===== src/rtl/exp_loader_if.sv =====
// Bundles the loader's stream input, RAM write port, exponent outputs and exponentiator handshake.
// master = the loader itself, slave = the environment that feeds it and consumes its outputs.
interface exp_loader_if #(
    parameter int ABITS      = 8,
    parameter int DBITS      = 512,
    parameter int BITLEN     = 1024,
    parameter int LOG_BITLEN = 10,
    parameter int WBITS      = 32
);
    logic                  load_start;
    logic [ABITS-1:0]      load_words;
    logic                  in_valid;
    logic                  in_ready;
    logic [WBITS-1:0]      in_data;
    logic                  mem_wr_en;
    logic [ABITS-1:0]      mem_wr_addr;
    logic [DBITS-1:0]      mem_wr_data;
    logic [BITLEN-1:0]     e;
    logic [LOG_BITLEN-1:0] e_idx;
    logic                  exp_start;
    logic                  exp_stop;
    logic                  busy;
    logic                  done;
    logic                  err;

    modport master (
        input  load_start, load_words, in_valid, in_data, exp_stop,
        output in_ready, mem_wr_en, mem_wr_addr, mem_wr_data, e, e_idx,
               exp_start, busy, done, err
    );

    modport slave (
        output load_start, load_words, in_valid, in_data, exp_stop,
        input  in_ready, mem_wr_en, mem_wr_addr, mem_wr_data, e, e_idx,
               exp_start, busy, done, err
    );
endinterface


===== src/rtl/exp_loader.sv =====
// Packs a 32-bit operand stream into RAM words, captures the exponent, finds its MSB, runs the exponentiator.
// RAM write lands one cycle after a word completes; in_ready is high only while loading, the stream stalls freely.
module exp_loader #(
    parameter int ABITS      = 8,
    parameter int DBITS      = 512,
    parameter int BITLEN     = 1024,
    parameter int LOG_BITLEN = 10,   // e_idx must cover 0..BITLEN-1
    parameter int WBITS      = 32
) (
    input  logic        clk,
    input  logic        rst_n,
    exp_loader_if.master bus
);
    localparam int NMEM = DBITS / WBITS;
    localparam int NEXP = BITLEN / WBITS;
    localparam int NMAX = (NEXP > NMEM) ? NEXP : NMEM;
    localparam int CW   = $clog2(NMAX) + 1;
    localparam int BW   = (WBITS > 1) ? $clog2(WBITS) : 1;

    typedef enum logic [2:0] {
        S_IDLE, S_LOAD_MEM, S_LOAD_EXP, S_SCAN, S_START, S_WAIT
    } state_t;

    state_t                state_q, state_d;
    logic [ABITS-1:0]      words_q, words_d;
    logic [ABITS-1:0]      wcnt_q, wcnt_d;
    logic [ABITS-1:0]      addr_q, addr_d;
    logic [CW-1:0]         chunk_q, chunk_d;
    logic                  wr_en_q, wr_en_d;
    logic [DBITS-1:0]      shreg_q, shreg_d;
    logic [BITLEN-1:0]     e_q, e_d;
    logic [LOG_BITLEN-1:0] e_idx_q, e_idx_d;
    logic                  stop_q;

    logic                  ready;
    logic                  accept;
    logic                  stop_rise;
    logic                  start_pulse;
    logic                  done_pulse;
    logic                  err_pulse;
    logic [WBITS-1:0]      slice;
    logic                  hit;
    logic [BW-1:0]         bpos;
    logic [LOG_BITLEN-1:0] cand_idx;

    assign accept    = bus.in_valid & ready;
    assign stop_rise = bus.exp_stop & ~stop_q;

    // chunk_q doubles as the slice pointer while scanning downwards
    assign slice = e_q[32'(chunk_q) * WBITS +: WBITS];

    always_comb begin
        hit  = 1'b0;
        bpos = '0;
        for (int i = 0; i < WBITS; i++) begin
            if (slice[i]) begin
                hit  = 1'b1;
                bpos = i[BW-1:0];
            end
        end
        cand_idx = LOG_BITLEN'(chunk_q) * LOG_BITLEN'(WBITS) + LOG_BITLEN'(bpos);
    end

    always_comb begin
        state_d     = state_q;
        words_d     = words_q;
        wcnt_d      = wcnt_q;
        addr_d      = addr_q;
        chunk_d     = chunk_q;
        wr_en_d     = 1'b0;
        shreg_d     = shreg_q;
        e_d         = e_q;
        e_idx_d     = e_idx_q;
        ready       = 1'b0;
        start_pulse = 1'b0;
        done_pulse  = 1'b0;
        err_pulse   = 1'b0;

        // the write of the final RAM word may overlap the first exponent cycle
        if (wr_en_q) begin
            addr_d = addr_q + 1'b1;
        end

        unique case (state_q)
            S_IDLE: begin
                if (bus.load_start) begin
                    words_d = bus.load_words;
                    wcnt_d  = '0;
                    addr_d  = '0;
                    chunk_d = '0;
                    e_d     = '0;
                    state_d = (bus.load_words == '0) ? S_LOAD_EXP : S_LOAD_MEM;
                end
            end
            S_LOAD_MEM: begin
                ready = 1'b1;
                if (accept) begin
                    shreg_d = {bus.in_data, shreg_q[DBITS-1:WBITS]};
                    if (chunk_q == CW'(NMEM - 1)) begin
                        chunk_d = '0;
                        wr_en_d = 1'b1;
                        wcnt_d  = wcnt_q + 1'b1;
                        if (wcnt_q + 1'b1 == words_q) begin
                            state_d = S_LOAD_EXP;
                        end
                    end else begin
                        chunk_d = chunk_q + 1'b1;
                    end
                end
            end
            S_LOAD_EXP: begin
                ready = 1'b1;
                if (accept) begin
                    e_d = {bus.in_data, e_q[BITLEN-1:WBITS]};
                    if (chunk_q == CW'(NEXP - 1)) begin
                        state_d = S_SCAN;
                    end else begin
                        chunk_d = chunk_q + 1'b1;
                    end
                end
            end
            S_SCAN: begin
                if (hit) begin
                    if (cand_idx == '0) begin
                        err_pulse = 1'b1;
                        state_d   = S_IDLE;
                    end else begin
                        e_idx_d = cand_idx;
                        state_d = S_START;
                    end
                end else if (chunk_q == '0) begin
                    err_pulse = 1'b1;
                    state_d   = S_IDLE;
                end else begin
                    chunk_d = chunk_q - 1'b1;
                end
            end
            S_START: begin
                start_pulse = 1'b1;
                state_d     = S_WAIT;
            end
            S_WAIT: begin
                if (stop_rise) begin
                    done_pulse = 1'b1;
                    state_d    = S_IDLE;
                end
            end
            default: state_d = S_IDLE;
        endcase
    end

    always_ff @(posedge clk or negedge rst_n) begin
        if (!rst_n) begin
            state_q <= S_IDLE;
            words_q <= '0;
            wcnt_q  <= '0;
            addr_q  <= '0;
            chunk_q <= '0;
            wr_en_q <= 1'b0;
            shreg_q <= '0;
            e_q     <= '0;
            e_idx_q <= '0;
            stop_q  <= 1'b0;
        end else begin
            state_q <= state_d;
            words_q <= words_d;
            wcnt_q  <= wcnt_d;
            addr_q  <= addr_d;
            chunk_q <= chunk_d;
            wr_en_q <= wr_en_d;
            shreg_q <= shreg_d;
            e_q     <= e_d;
            e_idx_q <= e_idx_d;
            stop_q  <= bus.exp_stop;
        end
    end

    assign bus.in_ready    = ready;
    assign bus.mem_wr_en   = wr_en_q;
    assign bus.mem_wr_addr = addr_q;
    assign bus.mem_wr_data = shreg_q;
    assign bus.e           = e_q;
    assign bus.e_idx       = e_idx_q;
    assign bus.exp_start   = start_pulse;
    assign bus.busy        = (state_q != S_IDLE);
    assign bus.done        = done_pulse;
    assign bus.err         = err_pulse;
endmodule


===== src/flat_wrapper.sv =====
// flat-port wrapper written by rule: the top's interface ports become plain ports
module exp_loader_flat 
#(
    parameter int ABITS      = 8,
    parameter int DBITS      = 512,
    parameter int BITLEN     = 1024,
    parameter int LOG_BITLEN = 10,                                  
    parameter int WBITS      = 32
)
  (clk, rst_n, bus_load_start, bus_load_words, bus_in_valid, bus_in_data, bus_exp_stop, bus_in_ready, bus_mem_wr_en, bus_mem_wr_addr, bus_mem_wr_data, bus_e, bus_e_idx, bus_exp_start, bus_busy, bus_done, bus_err);
  exp_loader_if #(.ABITS(ABITS), .DBITS(DBITS), .BITLEN(BITLEN), .LOG_BITLEN(LOG_BITLEN), .WBITS(WBITS)) bus_i ();
  input  logic clk;
  input  logic rst_n;
  input wire logic [$bits(bus_i.load_start)-1:0] bus_load_start;
  input wire logic [$bits(bus_i.load_words)-1:0] bus_load_words;
  input wire logic [$bits(bus_i.in_valid)-1:0] bus_in_valid;
  input wire logic [$bits(bus_i.in_data)-1:0] bus_in_data;
  input wire logic [$bits(bus_i.exp_stop)-1:0] bus_exp_stop;
  output wire logic [$bits(bus_i.in_ready)-1:0] bus_in_ready;
  output wire logic [$bits(bus_i.mem_wr_en)-1:0] bus_mem_wr_en;
  output wire logic [$bits(bus_i.mem_wr_addr)-1:0] bus_mem_wr_addr;
  output wire logic [$bits(bus_i.mem_wr_data)-1:0] bus_mem_wr_data;
  output wire logic [$bits(bus_i.e)-1:0] bus_e;
  output wire logic [$bits(bus_i.e_idx)-1:0] bus_e_idx;
  output wire logic [$bits(bus_i.exp_start)-1:0] bus_exp_start;
  output wire logic [$bits(bus_i.busy)-1:0] bus_busy;
  output wire logic [$bits(bus_i.done)-1:0] bus_done;
  output wire logic [$bits(bus_i.err)-1:0] bus_err;
  assign bus_i.load_start = bus_load_start;
  assign bus_i.load_words = bus_load_words;
  assign bus_i.in_valid = bus_in_valid;
  assign bus_i.in_data = bus_in_data;
  assign bus_i.exp_stop = bus_exp_stop;
  assign bus_in_ready = bus_i.in_ready;
  assign bus_mem_wr_en = bus_i.mem_wr_en;
  assign bus_mem_wr_addr = bus_i.mem_wr_addr;
  assign bus_mem_wr_data = bus_i.mem_wr_data;
  assign bus_e = bus_i.e;
  assign bus_e_idx = bus_i.e_idx;
  assign bus_exp_start = bus_i.exp_start;
  assign bus_busy = bus_i.busy;
  assign bus_done = bus_i.done;
  assign bus_err = bus_i.err;
  exp_loader #(.ABITS(ABITS), .DBITS(DBITS), .BITLEN(BITLEN), .LOG_BITLEN(LOG_BITLEN), .WBITS(WBITS)) u_core (.clk(clk), .rst_n(rst_n), .bus(bus_i));
endmodule

===== config.mk =====
export PLATFORM = sky130hd
export DESIGN_NAME = exp_loader_flat
export DESIGN_NICKNAME = d
export VERILOG_FILES = /design/src/rtl/exp_loader_if.sv /design/src/rtl/exp_loader.sv /design/src/flat_wrapper.sv
export SDC_FILE = /design/constraint.sdc
export NUM_CORES = 2
export LEC_CHECK = 0
export ABC_CLOCK_PERIOD_IN_PS = 4250
export CELL_PAD_IN_SITES_DETAIL_PLACEMENT = 2
export CELL_PAD_IN_SITES_GLOBAL_PLACEMENT = 2
export CORE_AREA = 8 8 624 626
export DETAILED_ROUTE_END_ITERATION = 7
export DIE_AREA = 0 0 632 634
export PLACE_DENSITY_LB_ADDON = 0.1
export REMOVE_ABC_BUFFERS = 1
export SYNTH_ARGS = -nofsm -noshare
export SYNTH_HDL_FRONTEND = slang
export SYNTH_SLANG_ARGS = --single-unit

===== constraint.sdc =====
create_clock -name clk -period 4.25 [get_ports clk]
set_input_delay 0.425 -clock clk [delete_from_list [all_inputs] [get_ports clk]]
set_output_delay 0.425 -clock clk [all_outputs]
set_load 0.01 [all_outputs]

### Word-level counts from Yosys, hierarchy flattened

Cells that the tools add are included.

| storage, ports and cells | value |
|---|---|
| bits in registers | 1581 |
| input port bits | 45 |
| output and inout port bits | 1560 |
| word-level logic and storage cells | 159 |

| cells by class | value |
|---|---|
| add/subtract/negate cells | 5 |
| eq/ne operators | 19 |
| shift operators | 1 |
| muxes and demuxes | 104 |
| bitwise operators | 4 |
| reduce and logical (&&, ||, !) cells | 16 |

Operator list:

| kind | number |
|---|---|
| $mux W1024 | 2 |
| $pmux W1024 S2 | 1 |
| $shiftx A1024 B12 Y32 | 1 |
| $mux W5 | 16 |
| $mux W8 | 6 |
| $mux W1 | 44 |
| $mux W3 | 14 |
| $mux W6 | 7 |
| $mux W4 | 8 |
| $pmux W6 S4 | 1 |
| $pmux W3 S6 | 1 |
| $add A8 B1 Y8 const B | 2 |
| $pmux W8 S2 | 1 |
| $ne A2 B1 Y1 const B | 6 |
| $add A10 B5 Y10 | 1 |
| $logic_not A10 Y1 | 1 |
| $eq A8 B8 Y1 | 1 |
| $logic_not A8 Y1 | 1 |
| $ne A2 B2 Y1 const B | 4 |
| $reduce_and A8 Y1 | 1 |
| $reduce_and A7 Y1 | 1 |
| $add A6 B1 Y6 const B | 1 |
| $eq A3 B2 Y1 const B | 2 |
| $eq A3 B3 Y1 const B | 2 |
| 17 further kinds | 24 |

### Depth between registers and ports, before layout

| depth | value |
|---|---|
| depth after elaboration | 37 |
| gate-level depth with buffers | 16 |
| depth with buffers taken out | 10 |

### Worst setup path before layout

Ideal clock, no wire load.

| timing | value |
|---|---|
| path type | flip-flop to output port |
| start | register u_core.chunk_q[1] |
| end | output port bus_err |
| data arrival time | 3.625 ns |
| setup slack | 0.200 ns |
| stages on the path, launching flop included | 14 |
| buffers on the path | 3 |
| cell sequence | dfrtp_1 -> buf_2 -> buf_2 -> buf_1 -> mux4_2 -> a22oi_1 -> nand2_1 -> o21ai_0 -> o21ai_1 -> or4_1 -> or4_4 -> nor3b_4 -> nand4_1 -> a21oi_1 |

| on the way | value |
|---|---|
| word-level cells in the longest chain between the ends | 37 |

RTL lines:

| item | RTL line | text |
|---|---|---|
| start, declared | exp_loader.sv:28 | `logic [CW-1:0] chunk_q, chunk_d;` |
| start signal, assigned | exp_loader.sv:169 | `chunk_q <= chunk_d;` |
| $shiftx A1024 B12 Y32 | exp_loader.sv:50 | `assign slice = e_q[32'(chunk_q) * WBITS +: WBITS];` |
| $mux W1 | exp_loader.sv:56 | `if (slice[i]) begin` |
| $mux W2 (2 in a row) | exp_loader.sv:56 |  |
| $mux W3 (4 in a row) | exp_loader.sv:56 |  |
| $mux W4 (8 in a row) | exp_loader.sv:56 |  |
| $mux W5 (16 in a row) | exp_loader.sv:56 |  |
| $add A10 B5 Y10 | exp_loader.sv:61 | `cand_idx = LOG_BITLEN'(chunk_q) * LOG_BITLEN'(WBITS) + LOG_BITLEN'(bpos);` |
| $logic_not A10 Y1 | exp_loader.sv:124 | `if (cand_idx == '0) begin` |
| $mux W1 | exp_loader.sv:124 |  |
| $mux W1 * | exp_loader.sv:123 | `if (hit) begin` |
| $mux W1 * | exp_loader.sv:84 | `unique case (state_q)` |
| end, declared | flat_wrapper.sv:28 | `output wire logic [$bits(bus_i.err)-1:0] bus_err;` |

Every way passes the cells marked *; elsewhere a longest branch is shown, timed or not.

### Worst setup path after layout

| timing | value |
|---|---|
| start | register u_core.chunk_q[0] |
| end | output port bus_err |

The elaborated chain is that of the path after synthesis.

==> qor.log <==
[sta] Final Skew 86.7 ps
[synth] most instantiated flip-flop cell in the synthesis netlist dfrtp_1
[power_and_ir_drop] internal power summed over all cells 38.5 mW
[synth] area of the mapped netlist 70500 µm²
[power_and_ir_drop] worst ir drop on vdd 477 µV
[clock_tree] worst-case clock buffer depth 4
[finish] register cell area after layout 39600 µm²
[power_and_ir_drop] fraction of power consumed by sequential logic 0.299
[synth] fraction of synthesized cell area taken by the top area cell type 0.561
[sta] Max transition margin 0.236
[floorplan] Top Ports 1605
[synth] most instantiated cells after synthesis nand2_1 (3690), dfrtp_1 (1581), nand3_1 (1066)
[setup_path] Crit Path Category reg -> out
[sta] accumulated negative setup slack -3120 ps
[finish] fillcell total 42100
[synth] synthesized flop and latch total 1581
[floorplan] standard-cell rows 227
[synth] library cell with the highest instance count after synthesis nand2_1
[floorplan] Initial Util 0.186
[place] post-placement cell area 98100 µm²
[route] post-detailed-routing wire length 449 mm
[global_routing] overall overflow remaining after global route 0
[run_status] violations in the final reports setup timing
[finish] Final Cell Area 107000 µm²
[setup_path] Cell Chain, Critical Path buf_12 -> buf_16 -> buf_12 -> buf_12 -> mux4_2 -> mux2i_1 -> mux2i_1 -> o21ai_2 -> o21ai_4 -> or4_4 -> or4_4 -> nor3b_4 -> nand4_1 -> a21oi_2 -> buf_4 -> buf_12
[sta] maximum clock frequency 183 MHz
[power_and_ir_drop] part of the total power dissipated in combinational logic 0.411
[sta] Setup-failing EPs final 14
[global_routing] initial antenna violation count 20
[finish] layout-stage area growth over the synthesis result 51.1%
[global_routing] first-pass GRT wire length 622 mm
[power_and_ir_drop] switching part of the total 0.414
[clock_tree] clock slew seen by the registers of the worst setup and hold paths 60 ps
[clock_tree] clock latency of the later-clocked register in the worst-skew pair 940 ps
[setup_path] most repeated library cell on the critical path buf_12
[synth] proportion of synthesized chip area in sequential cells 0.561
[setup_path] startpoint type of the worst setup path flip-flop
[floorplan] area of the die 401000 µm²
[route] Pre-antenna DRT Iters 5
[route] iteration-0 DRC count of the detailed router 3419
[clock_tree] clock tree from TritonCTS built
[route] overall via count from detail_route 66800
[setup_path] data required time at the worst endpoint 3830 ps
[setup_path] CP max stage delay 590 ps
[global_routing] pin count of the biggest net entering global routing 172
[floorplan] width of the die 632 µm
[synth] YS warnings 0
[sta] count of endpoints failing hold in the final timing report 0
[place] Placer Congestion 0.813
[sta] PnR worst setup slack -1220 ps
[sta] final number of max-transition violations 0
[sta] Final period util 1.29
[synth] Async SR Flop Fraction 1.00
[setup_path] crit path max-delay cell type or4_4
[min_path] Worst Hold Class in -> reg
[setup_path] worst-path maximum fanout 5
[run] max cap viols 0
[sta] transition time at the pin with the least slew margin 1150 ps
[clock_tree] # clock sinks 1581
[power_and_ir_drop] Pwr per Cell Area 617 nW/µm²
[place] estimated wirelength of the detail-placed design 342 mm
[finish] area of the multi-input gates 29100 µm²
[power_and_ir_drop] Switching Power 27.2 mW
[power_and_ir_drop] leakage power 51.8 nW
[finish] layout cell share with drive strength beyond 1 0.156
[place] count of port buffers added during placement 1604
[clock_tree] CTS root buf clkbuf_16
[sta] RSZ-0062 raised after global routing yes
[sta] time the final worst path needs with I/O delays and setup 5470 ps
[global_routing] Global Route Usage Sum 0.216
[run_status] status complete, but fails checks
[synth] biggest area contributors in the synthesized netlist dfrtp_1 (56%), nand2_1 (20%), nand3_1 (7.6%)
[floorplan] core footprint 380000 µm²
[synth] top cell type by total area after synthesis dfrtp_1
[floorplan] vertical die dimension 634 µm
[synth] number of instances in the synthesized netlist 7703
[power_and_ir_drop] Power Total 65.7 mW
[setup_path] Data arrival, critical path 5040 ps
[clock_tree] CTS buffer count 216
[route] drc violations 0
[finish] net count reported at finish 9861
[synth] syn avg cell area 9.16 µm²
[setup_path] Worst Setup End Kind output port
[route] per-cell routed wire length 29.9 µm
[route] remaining antenna violation count after routing 0
[synth] number of enable-type register cells in the synthesized netlist 0
[power_and_ir_drop] fraction of power consumed by the clock network 0.290
[global_routing] number of global-route vias before repair 73200
[clock_tree] htree depth 4
[synth] number of unique standard cell types used by synthesis 73
[route] vias per std cell 4.44
## worst max-delay path: cells and delay by family (launching register included)
family                 cells  cell delay, ps
buffers and inverters      6             820
muxes                      3             810
DFF                        1             480
AOI/OAI and AO/OA          3             460
and+or+nand+nor            4            1550
## per-layer routing
| metal | GRT usage | wire length [µm] |
|---|---|---|
| met1 | 0.253 | 178000 |
| met2 | 0.383 | 225000 |
| met3 | 0.0502 | 24900 |
| met4 | 0.0845 | 20800 |
| met5 | 0 | 76 |
## cells by family (layout without fill, tap and decap cells)
logic type      Yosys count  after routing  share of synthesized area
fa+ha+maj                 5              5                   0.000887
buf+inv                 582           2865                     0.0345
other cells               0              9                          0
xor+xnor                 18             18                    0.00224
mux                     368            368                     0.0934
simple gates           4905           4905                      0.284
compound gates          244            244                     0.0246
flops                  1581           1581                      0.561
## power by group through the flow
stage | clock, mW | combinational [mW] | sequential [mW]
after floorplan | 0 | 5.01 | 18.9
after global placement | 0 | 26.2 | 19.9
after detailed placement | 0 | 26.5 | 20.0
after CTS | 19.9 | 27.5 | 19.7
after global routing | 20.3 | 28.9 | 19.9
final | 19.1 | 27.0 | 19.6
## per-stage QoR
| stage | hold WS (ps) | utilization | setup slack [ps] | cells |
|---|---|---|---|---|
| CTS | 2.00 | 0.279 | -1380 | 15000 |
| global route | 65.1 | 0.280 | -1430 | 15000 |
| detailed placement | 465 | 0.258 | -873 | 14600 |
| finish | 104 | 0.281 | -1220 | 15000 |
| floorplan | 129 | - | -63450 | 7138 |
| global placement | 458 | 0.258 | -928 | 14600 |
## repair_timing
action | 4_1_cts | 5_1_grt
endpoints found under the setup margin | 20 | 20
pin swaps | 15 | 16
hold endpoints to repair | 163 | 0
hold buffers | 4 | 0
cloned | 6 | 1
setup buffers | 27 | 11
resized for setup | 76 | 71
## path summary, 6_finish.rpt
kind / cells after the start / start / slack, ps / to
setup / recovery: 16 / u_core.chunk_q[0] / -1220 / bus_err
hold / removal: 3 / bus_in_data[12] / 100 / u_core.bus.mem_wr_data[492]
setup reg to reg: 17 / u_core.chunk_q[0] / -190 / u_core.bus.e_idx[9]
hold reg to reg: 2 / u_core.bus.mem_wr_data[17] / 470 / u_core.bus.mem_wr_data[17]
max in group asynchronous: 3 / rst_n / 2700 / u_core.bus.mem_wr_data[246]
min in group asynchronous: 2 / rst_n / 190 / u_core.bus.e[262]
## cells in the final DEF, fill, tap and decap left out, drive strengths merged, types with 6 or more instances in the layout
cell	n
nor2b	6
mux2	32
a21oi	26
clkinv	44
and2	10
a32oi	7
xor2	9
nor2	52
bufinv	13
a22oi	62
mux2i	109
mux4	227
and3	8
o21ai	37
buf	847
a31oi	20
nand3	1066
nand4	10
nor3	23
nand2	3690
a211oi	9
dfrtp	1581
inv	20
or3	10
clkdlybuf4s50	1602
clkbuf	332
o22ai	15
a221oi	6
nor4	8
a22o	8
diode	9
xnor2	9
## final cells by class
cell class / instances / area share
flip-flops and latches: 1581 / 0.371
multi-input cells: 5540 / 0.273
repair buffers: 2455 / 0.227
clock buffers: 331 / 0.0610
well taps: 5038 / 0.0591
clock inverters: 62 / 0.00744
inverters: 17 / 0.000610
diodes: 9 / 0.000211
## flip-flops by register name, summed over array words and instances, names as in the netlist
signal and cells:
u_core.bus.e 1024, u_core.bus.e_idx 10, u_core.bus.mem_wr_addr 8, u_core.bus.mem_wr_data 512
u_core.bus.mem_wr_en 1, u_core.chunk_q 6, u_core.state_q 3, u_core.stop_q 1
u_core.wcnt_q 8, u_core.words_q 8
(Power assumes the default switching activity.)
